`src/rtl/cal_pkg.sv`:
```
// Shared types, BCD digit constants and calendar helpers for bcd_calendar_clock.
// Leap and month-length rules work directly on packed BCD digits.
package cal_pkg;

   localparam int unsigned BCD_W = 4;

   localparam logic [BCD_W-1:0] ZERO  = 4'd0;
   localparam logic [BCD_W-1:0] ONE   = 4'd1;
   localparam logic [BCD_W-1:0] TWO   = 4'd2;
   localparam logic [BCD_W-1:0] THREE = 4'd3;
   localparam logic [BCD_W-1:0] FOUR  = 4'd4;
   localparam logic [BCD_W-1:0] FIVE  = 4'd5;
   localparam logic [BCD_W-1:0] SIX   = 4'd6;
   localparam logic [BCD_W-1:0] SEVEN = 4'd7;
   localparam logic [BCD_W-1:0] EIGHT = 4'd8;
   localparam logic [BCD_W-1:0] NINE  = 4'd9;

   // year is always 4 digits wide here; 2-digit builds leave the top byte zero
   typedef struct packed {
      logic [15:0] year;
      logic [7:0]  month;
      logic [7:0]  day;
      logic [7:0]  hour;
      logic [7:0]  min;
      logic [7:0]  sec;
   } cal_time_t;

   typedef enum logic [1:0] {
      IDLE,
      CHECK,
      COMMIT
   } cal_state_t;

   // A two-digit number is a multiple of 4 iff even tens end in 0/4/8 or odd tens end in 2/6
   function automatic logic div4_bcd(input logic [7:0] v);
      if (v[4])
         return (v[3:0] == TWO) || (v[3:0] == SIX);
      return (v[3:0] == ZERO) || (v[3:0] == FOUR) || (v[3:0] == EIGHT);
   endfunction

   function automatic logic is_leap(input logic [15:0] year, input logic gregorian);
      if (!gregorian)
         return div4_bcd(year[7:0]);
      if (year[7:0] == 8'h00)
         return div4_bcd(year[15:8]);
      return div4_bcd(year[7:0]);
   endfunction

   function automatic logic [7:0] days_in_month(input logic [7:0] month,
                                                input logic [15:0] year,
                                                input logic gregorian);
      case (month)
         8'h02:                      return is_leap(year, gregorian) ? 8'h29 : 8'h28;
         8'h04, 8'h06, 8'h09, 8'h11: return 8'h30;
         default:                    return 8'h31;
      endcase
   endfunction

   function automatic logic [15:0] bin_to_bcd16(input int unsigned value);
      int unsigned v;
      logic [15:0] r;
      v = value;
      r = '0;
      for (int unsigned i = 0; i < 4; i++) begin
         r[i*BCD_W +: BCD_W] = 4'(v % 10);
         v = v / 10;
      end
      return r;
   endfunction

endpackage

```
`src/rtl/bcd2_counter.sv`:
```
// Two-digit packed BCD counter with load, programmable min/max and wrap carry.
module bcd2_counter
   import cal_pkg::*;
#(
   parameter logic [7:0] RESET_VALUE = 8'h00
) (
   input  logic       clk,
   input  logic       rst,
   input  logic       inc,
   input  logic       load,
   input  logic [7:0] load_value,
   input  logic [7:0] min_value,
   input  logic [7:0] max_value,
   output logic [7:0] value,
   output logic       wrap
);

   logic [7:0] incremented;

   always_comb begin
      incremented = value;
      if (value[3:0] == NINE)
         incremented = {value[7:4] + 4'd1, ZERO};
      else
         incremented = {value[7:4], value[3:0] + 4'd1};
   end

   // load wins over inc, so a committed value never produces a carry
   assign wrap = inc && !load && (value == max_value);

   always_ff @(posedge clk or posedge rst) begin
      if (rst)
         value <= RESET_VALUE;
      else if (load)
         value <= load_value;
      else if (inc)
         value <= (value == max_value) ? min_value : incremented;
   end

endmodule

```
`src/rtl/bcd_calendar_clock.sv`:
```
// BCD calendar clock: tick-enabled sec..year chain with leap years and a validated set handshake.
// Optional alarm comparator enabled by defining CAL_ALARM_EN.
module bcd_calendar_clock
   import cal_pkg::*;
#(
   parameter int unsigned YEAR_DIGITS = 2,
   parameter int unsigned RESET_YEAR  = 0
) (
   input  logic                        clk,
   input  logic                        rst,
   input  logic                        tick,
   input  logic                        set_valid,
   output logic                        set_ready,
   input  logic [40+4*YEAR_DIGITS-1:0] set_time,
   output logic                        set_ack,
   output logic                        set_err,
   output logic [7:0]                  sec,
   output logic [7:0]                  min,
   output logic [7:0]                  hour,
   output logic [7:0]                  day,
   output logic [7:0]                  month,
   output logic [4*YEAR_DIGITS-1:0]    year,
`ifdef CAL_ALARM_EN
   input  logic                        alarm_set,
   input  logic [15:0]                 alarm_hhmm,
   output logic                        alarm,
`endif
   output logic                        year_wrap
);

   localparam int unsigned YEAR_W    = 4 * YEAR_DIGITS;
   localparam int unsigned TIME_W    = 40 + YEAR_W;
   localparam logic        GREGORIAN = (YEAR_DIGITS == 4);
   localparam logic [15:0] RESET_BCD = bin_to_bcd16(RESET_YEAR);

   cal_state_t        state, state_next;
   logic [TIME_W-1:0] shadow;
   cal_time_t         sh;
   logic              set_ok;
   logic              ack_next, err_next;
   logic              commit, tick_adv;
   logic              sec_c, min_c, hour_c, day_c, month_c, year_lo_c, year_carry;
   logic [7:0]        year_lo;
   logic [15:0]       year_ext;
   logic [7:0]        day_max;

   always_comb begin
      sh                   = '0;
      sh.sec               = shadow[7:0];
      sh.min               = shadow[15:8];
      sh.hour              = shadow[23:16];
      sh.day               = shadow[31:24];
      sh.month             = shadow[39:32];
      sh.year[YEAR_W-1:0]  = shadow[TIME_W-1:40];
   end

   // BCD ordering matches numeric ordering once every nibble is known to be <= 9
   always_comb begin
      set_ok = 1'b1;
      for (int unsigned i = 0; i < TIME_W / BCD_W; i++)
         if (shadow[i*BCD_W +: BCD_W] > NINE)
            set_ok = 1'b0;
      if (sh.sec > 8'h59 || sh.min > 8'h59 || sh.hour > 8'h23)
         set_ok = 1'b0;
      if (sh.month == 8'h00 || sh.month > 8'h12)
         set_ok = 1'b0;
      if (sh.day == 8'h00 || sh.day > days_in_month(sh.month, sh.year, GREGORIAN))
         set_ok = 1'b0;
   end

   always_comb begin
      state_next = state;
      ack_next   = 1'b0;
      err_next   = 1'b0;
      case (state)
         IDLE:
            if (set_valid)
               state_next = CHECK;
         CHECK:
            if (set_ok) begin
               state_next = COMMIT;
            end else begin
               err_next   = 1'b1;
               state_next = IDLE;
            end
         COMMIT: begin
            ack_next   = 1'b1;
            state_next = IDLE;
         end
         default:
            state_next = IDLE;
      endcase
   end

   always_ff @(posedge clk or posedge rst) begin
      if (rst) begin
         state     <= IDLE;
         shadow    <= '0;
         set_ack   <= 1'b0;
         set_err   <= 1'b0;
         year_wrap <= 1'b0;
      end else begin
         state     <= state_next;
         set_ack   <= ack_next;
         set_err   <= err_next;
         year_wrap <= year_carry;
         if (state == IDLE && set_valid)
            shadow <= set_time;
      end
   end

   assign set_ready = (state == IDLE);
   assign commit    = (state == COMMIT);
   assign tick_adv  = tick && !commit;
   assign day_max   = days_in_month(month, year_ext, GREGORIAN);

   bcd2_counter #(.RESET_VALUE(8'h00)) u_sec (
      .clk(clk), .rst(rst), .inc(tick_adv), .load(commit), .load_value(sh.sec),
      .min_value(8'h00), .max_value(8'h59), .value(sec), .wrap(sec_c));

   bcd2_counter #(.RESET_VALUE(8'h00)) u_min (
      .clk(clk), .rst(rst), .inc(sec_c), .load(commit), .load_value(sh.min),
      .min_value(8'h00), .max_value(8'h59), .value(min), .wrap(min_c));

   bcd2_counter #(.RESET_VALUE(8'h00)) u_hour (
      .clk(clk), .rst(rst), .inc(min_c), .load(commit), .load_value(sh.hour),
      .min_value(8'h00), .max_value(8'h23), .value(hour), .wrap(hour_c));

   bcd2_counter #(.RESET_VALUE(8'h01)) u_day (
      .clk(clk), .rst(rst), .inc(hour_c), .load(commit), .load_value(sh.day),
      .min_value(8'h01), .max_value(day_max), .value(day), .wrap(day_c));

   bcd2_counter #(.RESET_VALUE(8'h01)) u_month (
      .clk(clk), .rst(rst), .inc(day_c), .load(commit), .load_value(sh.month),
      .min_value(8'h01), .max_value(8'h12), .value(month), .wrap(month_c));

   bcd2_counter #(.RESET_VALUE(RESET_BCD[7:0])) u_year_lo (
      .clk(clk), .rst(rst), .inc(month_c), .load(commit), .load_value(sh.year[7:0]),
      .min_value(8'h00), .max_value(8'h99), .value(year_lo), .wrap(year_lo_c));

   generate
      if (YEAR_DIGITS == 4) begin : g_year4
         logic [7:0] year_hi;
         logic       year_hi_c;

         bcd2_counter #(.RESET_VALUE(RESET_BCD[15:8])) u_year_hi (
            .clk(clk), .rst(rst), .inc(year_lo_c), .load(commit), .load_value(sh.year[15:8]),
            .min_value(8'h00), .max_value(8'h99), .value(year_hi), .wrap(year_hi_c));

         assign year       = {year_hi, year_lo};
         assign year_ext   = {year_hi, year_lo};
         assign year_carry = year_hi_c;
      end else begin : g_year2
         assign year       = year_lo;
         assign year_ext   = {8'h00, year_lo};
         assign year_carry = year_lo_c;
      end
   endgenerate

`ifdef CAL_ALARM_EN
   logic [15:0] alarm_time;
   logic        alarm_armed;
   logic        ticked;

   always_ff @(posedge clk or posedge rst) begin
      if (rst) begin
         alarm_time  <= '0;
         alarm_armed <= 1'b0;
         ticked      <= 1'b0;
      end else begin
         ticked <= tick_adv;
         if (alarm_set) begin
            alarm_time  <= alarm_hhmm;
            alarm_armed <= 1'b1;
         end
      end
   end

   // ticked excludes COMMIT, so a set landing on the alarm minute stays silent
   assign alarm = alarm_armed && ticked && (sec == 8'h00) && ({hour, min} == alarm_time);
`endif

endmodule

```
`config.mk`:
```
export PLATFORM = sky130hd
export DESIGN_NAME = bcd_calendar_clock
export DESIGN_NICKNAME = d
export VERILOG_FILES = /design/src/rtl/cal_pkg.sv /design/src/rtl/bcd2_counter.sv /design/src/rtl/bcd_calendar_clock.sv
export SDC_FILE = /design/constraint.sdc
export NUM_CORES = 1
export LEC_CHECK = 0
export CAP_MARGIN = 10
export CORE_MARGIN = 1.5
export CORE_UTILIZATION = 45
export CTS_BUF_LIST = sky130_fd_sc_hd__clkbuf_16
export CTS_CLUSTER_DIAMETER = 60
export DETAILED_ROUTE_END_ITERATION = 12
export PLACE_DENSITY = 0.79
export SYNTH_ARGS = -nofsm -noshare
export SYNTH_HDL_FRONTEND = slang
export SYNTH_SLANG_ARGS = --single-unit
```
`constraint.sdc`:
```
create_clock -name clk -period 6.4 [get_ports clk]
set_clock_uncertainty 0.1 [all_clocks]
set_input_delay 1.28 -clock clk [delete_from_list [all_inputs] [get_ports clk]]
set_output_delay 1.28 -clock clk [all_outputs]
set_load 0.01 [all_outputs]
```
## Word-level counts from Yosys, hierarchy flattened

Cells that the tools add are included.

| word-level totals | value |
|---|---|
| register bits after elaboration | 101 |
| output and inout port bits | 52 |
| logic and storage cells | 220 |

| operators by class | value |
|---|---|
| $add $sub $neg | 12 |
| $lt $le $gt $ge | 17 |
| equality and inequality tests | 33 |
| multiplexer cells | 89 |
| reduce and logical (&&, ||, !) cells | 52 |

Operators by type and width:

| cell | number |
|---|---|
| 8-bit 2-to-1 mux | 24 |
| 1-bit 2-to-1 mux | 60 |
| 4-bit by 1-bit adder with 4-bit output (second input constant) | 12 |
| 4-bit greater-than comparator (second input constant) | 12 |
| 4-bit == test (second input constant) | 8 |
| 8-bit by 3-bit == test with 1-bit output (second input constant) | 4 |
| 8-bit zero test | 4 |
| 8-bit by 5-bit == test with 1-bit output (second input constant) | 3 |
| 5-bit case mux with 2 select lines | 2 |
| 3-bit nonzero test | 6 |
| 4-bit by 3-bit == test with 1-bit output (second input constant) | 4 |
| 8-bit by 2-bit == test with 1-bit output (second input constant) | 2 |
| 8-bit by 4-bit == test with 1-bit output (second input constant) | 2 |
| 8-bit by 7-bit == test with 1-bit output (second input constant) | 2 |
| 8-bit by 7-bit greater-than comparator with 1-bit output (second input constant) | 2 |
| 1-bit logical AND | 14 |
| 2-bit AND reduction | 6 |
| 2-bit nonzero test | 6 |
| 1-bit logical OR | 10 |
| 4-bit by 2-bit == test with 1-bit output (second input constant) | 2 |
| 8-bit by 6-bit == test with 1-bit output | 1 |
| 8-bit by 6-bit == test with 1-bit output (second input constant) | 1 |
| 8-bit == test (second input constant) | 1 |
| 8-bit by 5-bit greater-than comparator with 1-bit output (second input constant) | 1 |
| other kinds (11) | 14 |

## Longest topological paths before layout

Gate-level depths: netlist (run 1).

| logic depth | value |
|---|---|
| depth in word-level cells | 19 |
| depth in mapped cells | 11 |
| mapped depth without buffers | 11 |

## Cells and area by module

From an unflattened synthesis (run 1), not the netlist that was laid out.

| second synthesis, totals | value |
|---|---|
| cell total of the unflattened synthesis | 759 |
| area, all modules | 7,056.8 µm² |

Modules (own cells, without submodules):

| module | times used | cells each | area an instance (µm²) | seq. area each (µm²) |
|---|---|---|---|---|
| bcd2_counter (u_hour ...) | 4 | 97 | 790.8 | 200.2 |
| bcd_calendar_clock | 1 | 177 | 2,309.7 | 1,326.3 |
| bcd2_counter (u_day ...) | 2 | 97 | 792.0 | 201.4 |

## Worst setup path after synthesis (run 1)

Ideal clock, no wire load.

| timing path | value |
|---|---|
| kind | input to register |
| start point | input port tick |
| end point | register u_day.value[6] |
| setup time | 0.087 ns |
| arrival time | 2.586 ns |
| data required time | 6.213 ns |
| slack | 3.627 ns |
| stages | 6 |
| path buffers | 1 |
| cells stage by stage | nand3_1 > or2_1 > o21a_1 > clkbuf_1 > or4b_1 > o211ai_1 |

| on the way | value |
|---|---|
| word-level cells in the longest chain between the ends | 9 |

Ends and longest elaborated chain:

| what | line | RTL |
|---|---|---|
| start, declared | bcd_calendar_clock.sv:11 | `input logic tick,` |
| 1-bit logical AND | bcd_calendar_clock.sv:114 | `assign tick_adv = tick && !commit;` |
| 1-bit logical AND (6 in series) | bcd2_counter.sv:29 | `assign wrap = inc && !load && (value == max_value);` |
| 2-bit nonzero test (no source line) | - |  |
| 2-bit AND reduction (no source line) | - |  |
| end signal, assigned | bcd2_counter.sv:35 | `value <= load_value;` |
| end signal, assigned | bcd2_counter.sv:37 | `value <= (value == max_value) ? min_value : incremented;` |
| end, declared | bcd2_counter.sv:14 | `output logic [7:0] value,` |

Every way passes these cells.
A chain may end at the register's enable or synchronous reset.

## Worst setup path after layout (run 1)

| timing path | value |
|---|---|
| start point | input port tick |
| end point | register u_year_lo.value[7] |

| on the way | value |
|---|---|
| word-level cells in the longest chain between the ends | 13 |

Ends and longest elaborated chain:

| what | line |
|---|---|
| 1-bit logical AND | bcd_calendar_clock.sv:114 |
| 1-bit logical AND (10 in series) | bcd2_counter.sv:29 |
| 2-bit nonzero test (no source line) | - |
| 2-bit AND reduction (no source line) | - |
| end signal, assigned | bcd2_counter.sv:35 |
| end signal, assigned | bcd2_counter.sv:37 |
| end, declared | bcd2_counter.sv:14 |

Every way passes these cells.

==> impl_metrics.tcl, run 1 <==
set metrics [dict create \
    die_h_um 113.5 \
    outcome "completed" \
    worstPathMaxFanout 9 \
    worst_skew_pair.late_latency_ps 360 \
    die_ar_mm2 0.01289 \
    syn-instance-count 553 \
    chipWidth_um 113.5 \
    synth-edff-count 0 \
    cp_data_arrival_time_ps 3460 \
    min-delay-path-class "flip-flop to flip-flop" \
    synth_top_flop_cell "sky130_fd_sc_hd__dfrtp_1" \
    wire_per_inst_um 17.60 \
    insertedDiodeCount 0 \
    min_delay_path_depth 1 \
    totalNegativeSetupSlack_ps 0 \
    synthDominantCellAreaShare_pct 45.05 \
    clock-sinks 101 \
    core_area_mm2 0.01196 \
    synth_nets 628 \
    synth_warnings 0 \
    power.ir.vdd_worst_uv 126.4 \
    detail_route.vias_per_cell 5.876 \
    tightest_slew_ps 829.8 \
    vias_in_the_first_global_route 4614 \
    synth_top_cell_by_area "sky130_fd_sc_hd__dfrtp_1" \
    numPortBuffers 103 \
    area_delta_synth_final_pct 26.08 \
    track_usage_pct 22.90 \
    clk_transition_reported_paths_ps 70 \
    start_util_pct 45.97 \
    grt_first_pass_wirelength_um 23130 \
    post_route_cells_drive_above_1_share_pct 11.54 \
    worstSetupEndpointType "flip-flop" \
    r2r_cell_count 7 \
    synth.yosys.seq_area_share_pct 46.01 \
    power.leakage_nw 2.852 \
    drt-total-wl_um 14020 \
    num_vias 4683 \
    grt_max_degree 68 \
    ctsResizeCount 0 \
    cap_violations 0 \
    path_class "input port to flip-flop" \
    ctsHtreeMaxLevel 3 \
    dpl.hpwl_um 9945 \
    synth_async_sr_flop_share_pct 100.0 \
    cts_hold_buffers 0 \
    post_synth_num_cell_types 60 \
    post_synth.cell_area_avg_um2 9.944 \
    detailedRoute.firstIterationViolations 351 \
    ys_ff_latch 101 \
    core.rowCount 40 \
    initial_antenna_violation_count 0 \
    fmax_mhz 300.2 \
    final.hold.worst_slack_ps 384.3 \
    root_buffer "sky130_fd_sc_hd__clkbuf_16" \
    final-setup-viol-count 0 \
    globalplace.congestion 0.8287 \
    relSlewSlack_pct 44.68 \
    detail_route.drc_violations 0 \
    share_of_the_clock_period_used_by_the_worst_path_pct 52.05 \
    drt_pre_antenna_iters 7 \
    gr-total-overflow 0 \
    final_net_count 720 \
    antenna_left 0 \
    synth_top_cells_by_area "sky130_fd_sc_hd__dfrtp_1, sky130_fd_sc_hd__mux2_2, sky130_fd_sc_hd__ha_1" \
    timing.final.crit_period_ps 3331 \
    cp.required_ps 6530 \
    start_kind "input port" \
    number_of_buffers_added_by_the_clock_tree_synthesis_step 9 \
    timing.final.max_slew_violations 0 \
    rsz0062_at_grt "no" \
    r2r_slack_ps 3160 \
    finalHoldViolations 0 \
    io-pin-count 104 \
    power.density_cell_area_mw_per_mm2 229.9 \
    cts_tree "built" \
    yosys.cell_count.top_type "sky130_fd_sc_hd__dfrtp_1" \
    cts_setup_buffers 0 \
    mappedNetlistArea_mm2 0.005499 \
    ys_top_cells_by_count "sky130_fd_sc_hd__dfrtp_1, sky130_fd_sc_hd__mux2_2, sky130_fd_sc_hd__nand2_1" \
    cts.path.max_buffers 2 \
]
power breakdown:
part	switching, mW	internal (mW)	leakage [nW]	total (mW)
Sequential	0.0835	0.707	1.16	0.790
Combinational	0.110	0.151	1.55	0.261
Clock	0.242	0.300	0.136	0.542
Total	0.436	1.16	2.85	1.59
state kept, by name (all words and copies together), names as in the netlist:
register	flops
shadow	48
u_day.value	8
u_hour.value	8
u_min.value	8
u_month.value	8
u_sec.value	8
u_year_lo.value	8
state	2
set_ack	1
set_err	1
year_wrap	1
routing by layer:
metal	track usage, %	wire length (um)	up-vias
li1	-	-	2208
met1	28.80	6128	2316
met2	38.84	6877	142
met3	6.482	809	17
met4	6.250	209	0
met5	0	0	-
critical path: stages:
cell,delay [ps]
sky130_fd_sc_hd__clkdlybuf4s50_1,590
sky130_fd_sc_hd__nand3_1,230
sky130_fd_sc_hd__nor3_4,440
sky130_fd_sc_hd__and4_1,270
sky130_fd_sc_hd__and2_1,210
sky130_fd_sc_hd__o22ai_1,110
sky130_fd_sc_hd__a221o_1,320
layout by cell type (no fill, tap or decap), drive strengths merged, types with 13 or more instances in the layout:
| cell type | count |
|---|---|
| nand2 | 48 |
| nor3 | 20 |
| inv | 24 |
| a21oi | 30 |
| nand4 | 13 |
| clkdlybuf4s50 | 103 |
| nor2 | 40 |
| dfrtp | 99 |
| ha | 23 |
| mux2 | 48 |
| nand3 | 18 |
| o21ai | 41 |
path summary, 6_finish.rpt:
path,startpoint,endpoint
max in group asynchronous,rst,shadow[7]
setup / recovery,tick,u_year_lo.value[7]
hold / removal,state[1],state[1]
min in group asynchronous,rst,u_sec.value[4]
setup reg to reg,u_month.value[1],u_year_lo.value[7]
hold reg to reg,state[1],state[1]
final cells by class:
class                      instances  area (um2)
clock buffer                       9       225.2
fill                            1015        5029
sequential                       101        2530
tap                              147       183.9
timing repair buffer             107        1061
clock inverter                     7       66.31
inverter                          24       92.59
multi-input combinational        402        2774
kinds of logic after synthesis:
kind of cell	after synthesis	share of synthesized area [%]
and+or+nand+nor	200	19.43
AOI/OAI and AO/OA	120	13.90
buffers and inverters	50	3.572
adders and majority gates	23	5.233
muxes	54	10.92
xor gates and xnor gates	5	0.9331
DFF	101	46.01
stage by stage:
step / cells / power (mW) / instance area (um2) / util, % / setup WS [ps]
after floorplan: 553 / 0.9245 / 5499 / - / 2376
after global placement: 781 / 1.048 / 6641 / 55.52 / 2762
after detailed placement: 781 / 1.063 / 6641 / 55.52 / 2688
final: 797 / 1.594 / 6933 / 57.96 / 3069
after CTS: 797 / 1.606 / 6933 / 57.96 / 3067
after global routing: 797 / 1.673 / 6933 / 57.96 / 2918
(Power assumes the default switching activity.)
==> inputs of run 2 (changes only) <==
clock period = 3.5 ns   (was 6.4 ns; I/O delays follow)
==> impl_metrics.tcl, run 2 (synthesized netlist as in run 1, its figures left out) <==
set metrics [dict create \
    cts_hold_buffers 0 \
    power_report.internal_total_mw 2.187 \
    drt_pre_antenna_iters 5 \
    cp.required_ps 3640 \
    grt_max_degree 64 \
    detailedRoute.firstIterationViolations 303 \
    initial_antenna_violation_count 0 \
    insertedDiodeCount 0 \
    globalplace.congestion 0.8765 \
    cts_tree "built" \
    power.density_cell_area_mw_per_mm2 426.9 \
    tightest_slew_ps 674.7 \
    largest_reg_flops 48 \
    totalNegativeSetupSlack_ps 0 \
    die_h_um 113.5 \
    core.rowCount 40 \
    num_vias 4671 \
    wire_per_inst_um 17.60 \
    worstPathMaxFanout 13 \
    combPwrFrac_pct 16.0 \
    timing.final.crit_period_ps 2831 \
    die_ar_mm2 0.01289 \
    cts_setup_buffers 0 \
    number_of_buffers_added_by_the_clock_tree_synthesis_step 9 \
    clock-sinks 101 \
    area_delta_synth_final_pct 26.73 \
    timing.final.max_slew_violations 0 \
    track_usage_pct 22.68 \
    vias_in_the_first_global_route 4461 \
    start_kind "flip-flop" \
    cap_violations 0 \
    chipWidth_um 113.5 \
    antenna_left 0 \
    grt_first_pass_wirelength_um 22980 \
    outcome "completed" \
    core_area_mm2 0.01196 \
    gr-total-overflow 0 \
    worst_skew_pair.late_latency_ps 350 \
    clk_transition_reported_paths_ps 70 \
    final_cell_mix "sky130_fd_sc_hd__clkdlybuf4s50_1, sky130_fd_sc_hd__dfrtp_1, sky130_fd_sc_hd__nand2_1, sky130_fd_sc_hd__mux2_2, sky130_fd_sc_hd__o21ai_0" \
    root_buffer "sky130_fd_sc_hd__clkbuf_16" \
    power.share.sequential_pct 48.6 \
    cts.path.max_buffers 2 \
    path_class "flip-flop to flip-flop" \
    relSlewSlack_pct 55.02 \
    ctsHtreeMaxLevel 3 \
    io-pin-count 104 \
    power.leakage_nw 2.887 \
    drt-total-wl_um 14050 \
    power.ir.vdd_worst_uv 270.0 \
    final_area_mm2 0.006969 \
    clock_power_share_pct 35.4 \
    fmax_mhz 353.2 \
    layout_commonest_cell "sky130_fd_sc_hd__clkdlybuf4s50_1" \
    min-delay-path-class "flip-flop to flip-flop" \
    share_of_the_clock_period_used_by_the_worst_path_pct 80.89 \
    post_route_cells_drive_above_1_share_pct 11.67 \
    largest_register "shadow" \
    final_net_count 721 \
    power.share.switching_pct 26.50 \
    numPortBuffers 103 \
    worstSetupEndpointType "flip-flop" \
    final-setup-viol-count 0 \
    cp_data_arrival_time_ps 2970 \
    detail_route.drc_violations 0 \
    design_power_total_mw 2.975 \
    finalHoldViolations 0 \
    power.net_switching_uw 788.4 \
    ctsResizeCount 0 \
    detail_route.vias_per_cell 5.853 \
    rsz0062_at_grt "no" \
    start_util_pct 45.97 \
    dpl.hpwl_um 9901 \
    dpl_cell_area_mm2 0.006661 \
]
==> run 2: changes by cell type in the layout (fill, tap and decap cells not counted), sizes merged <==
cell and change:
buf +1, clkinv -1, inv +2, bufinv +1, clkinvlp -2
==> run 2: worst paths after layout <==
| kind | start | depth (start not counted) | end | slack (ps) |
|---|---|---|---|---|
| max in group asynchronous | rst | 3 | u_month.value[0] | 1840 |
| hold reg to reg | state[1] | 1 | state[1] | 380 |
| min in group asynchronous | rst | 2 | shadow[7] | 680 |
| setup reg to reg | u_month.value[1] | 8 | u_year_lo.value[7] | 670 |
| setup / recovery | u_month.value[1] | 8 | u_year_lo.value[7] | 670 |
| hold / removal | state[1] | 1 | state[1] | 380 |
==> run 2: per-stage QoR <==
stage	hold WS (ps)	std cells	setup WS [ps]	util, %
6_report	381.8	798	668.8	58.26
4_1_cts	381.1	798	671.8	58.26
5_1_grt	403.2	798	466.4	58.26
2_1_floorplan	345.9	553	56.18	-
3_3_place_gp	359.6	782	443.4	55.69
3_5_place_dp	370.8	782	384.6	55.69
==> run 2: area by class of cell <==
type	instances	area, um2
clock inverter	7	82.58
tap	147	183.9
clock buffer	9	225.2
fill	1043	4992
inverter	24	92.59
multi-input combinational	402	2774
timing repair buffer	108	1081
sequential	101	2530
==> run 2: worst max-delay path, stage by stage, from the launching register on <==
cell and delay (ps):
sky130_fd_sc_hd__dfrtp_1 570, sky130_fd_sc_hd__or3b_1 420, sky130_fd_sc_hd__nor4_1 380, sky130_fd_sc_hd__mux2i_1 250, sky130_fd_sc_hd__buf_4 180, sky130_fd_sc_hd__and4_1 210
sky130_fd_sc_hd__and2_1 210, sky130_fd_sc_hd__o22ai_1 100, sky130_fd_sc_hd__a221o_1 310
==> run 2: routing by layer <==
metal  vias up  track usage, %  wire length, um
met5         -               0                0
met4         0           9.667              362
met3        24           4.038              680
met2       138           36.43             6671
met1      2294           30.39             6333
li1       2215               -                -
==> run 2: power groups by stage <==
stage                     Sequential, mW  Clock (mW)  Combinational, mW
after detailed placement            1.46           0              0.478
after global routing                1.46        1.12              0.525
after floorplan                     1.43           0              0.258
after CTS                           1.44        1.07              0.481
final                               1.45        1.05              0.475
after global placement              1.46           0              0.460
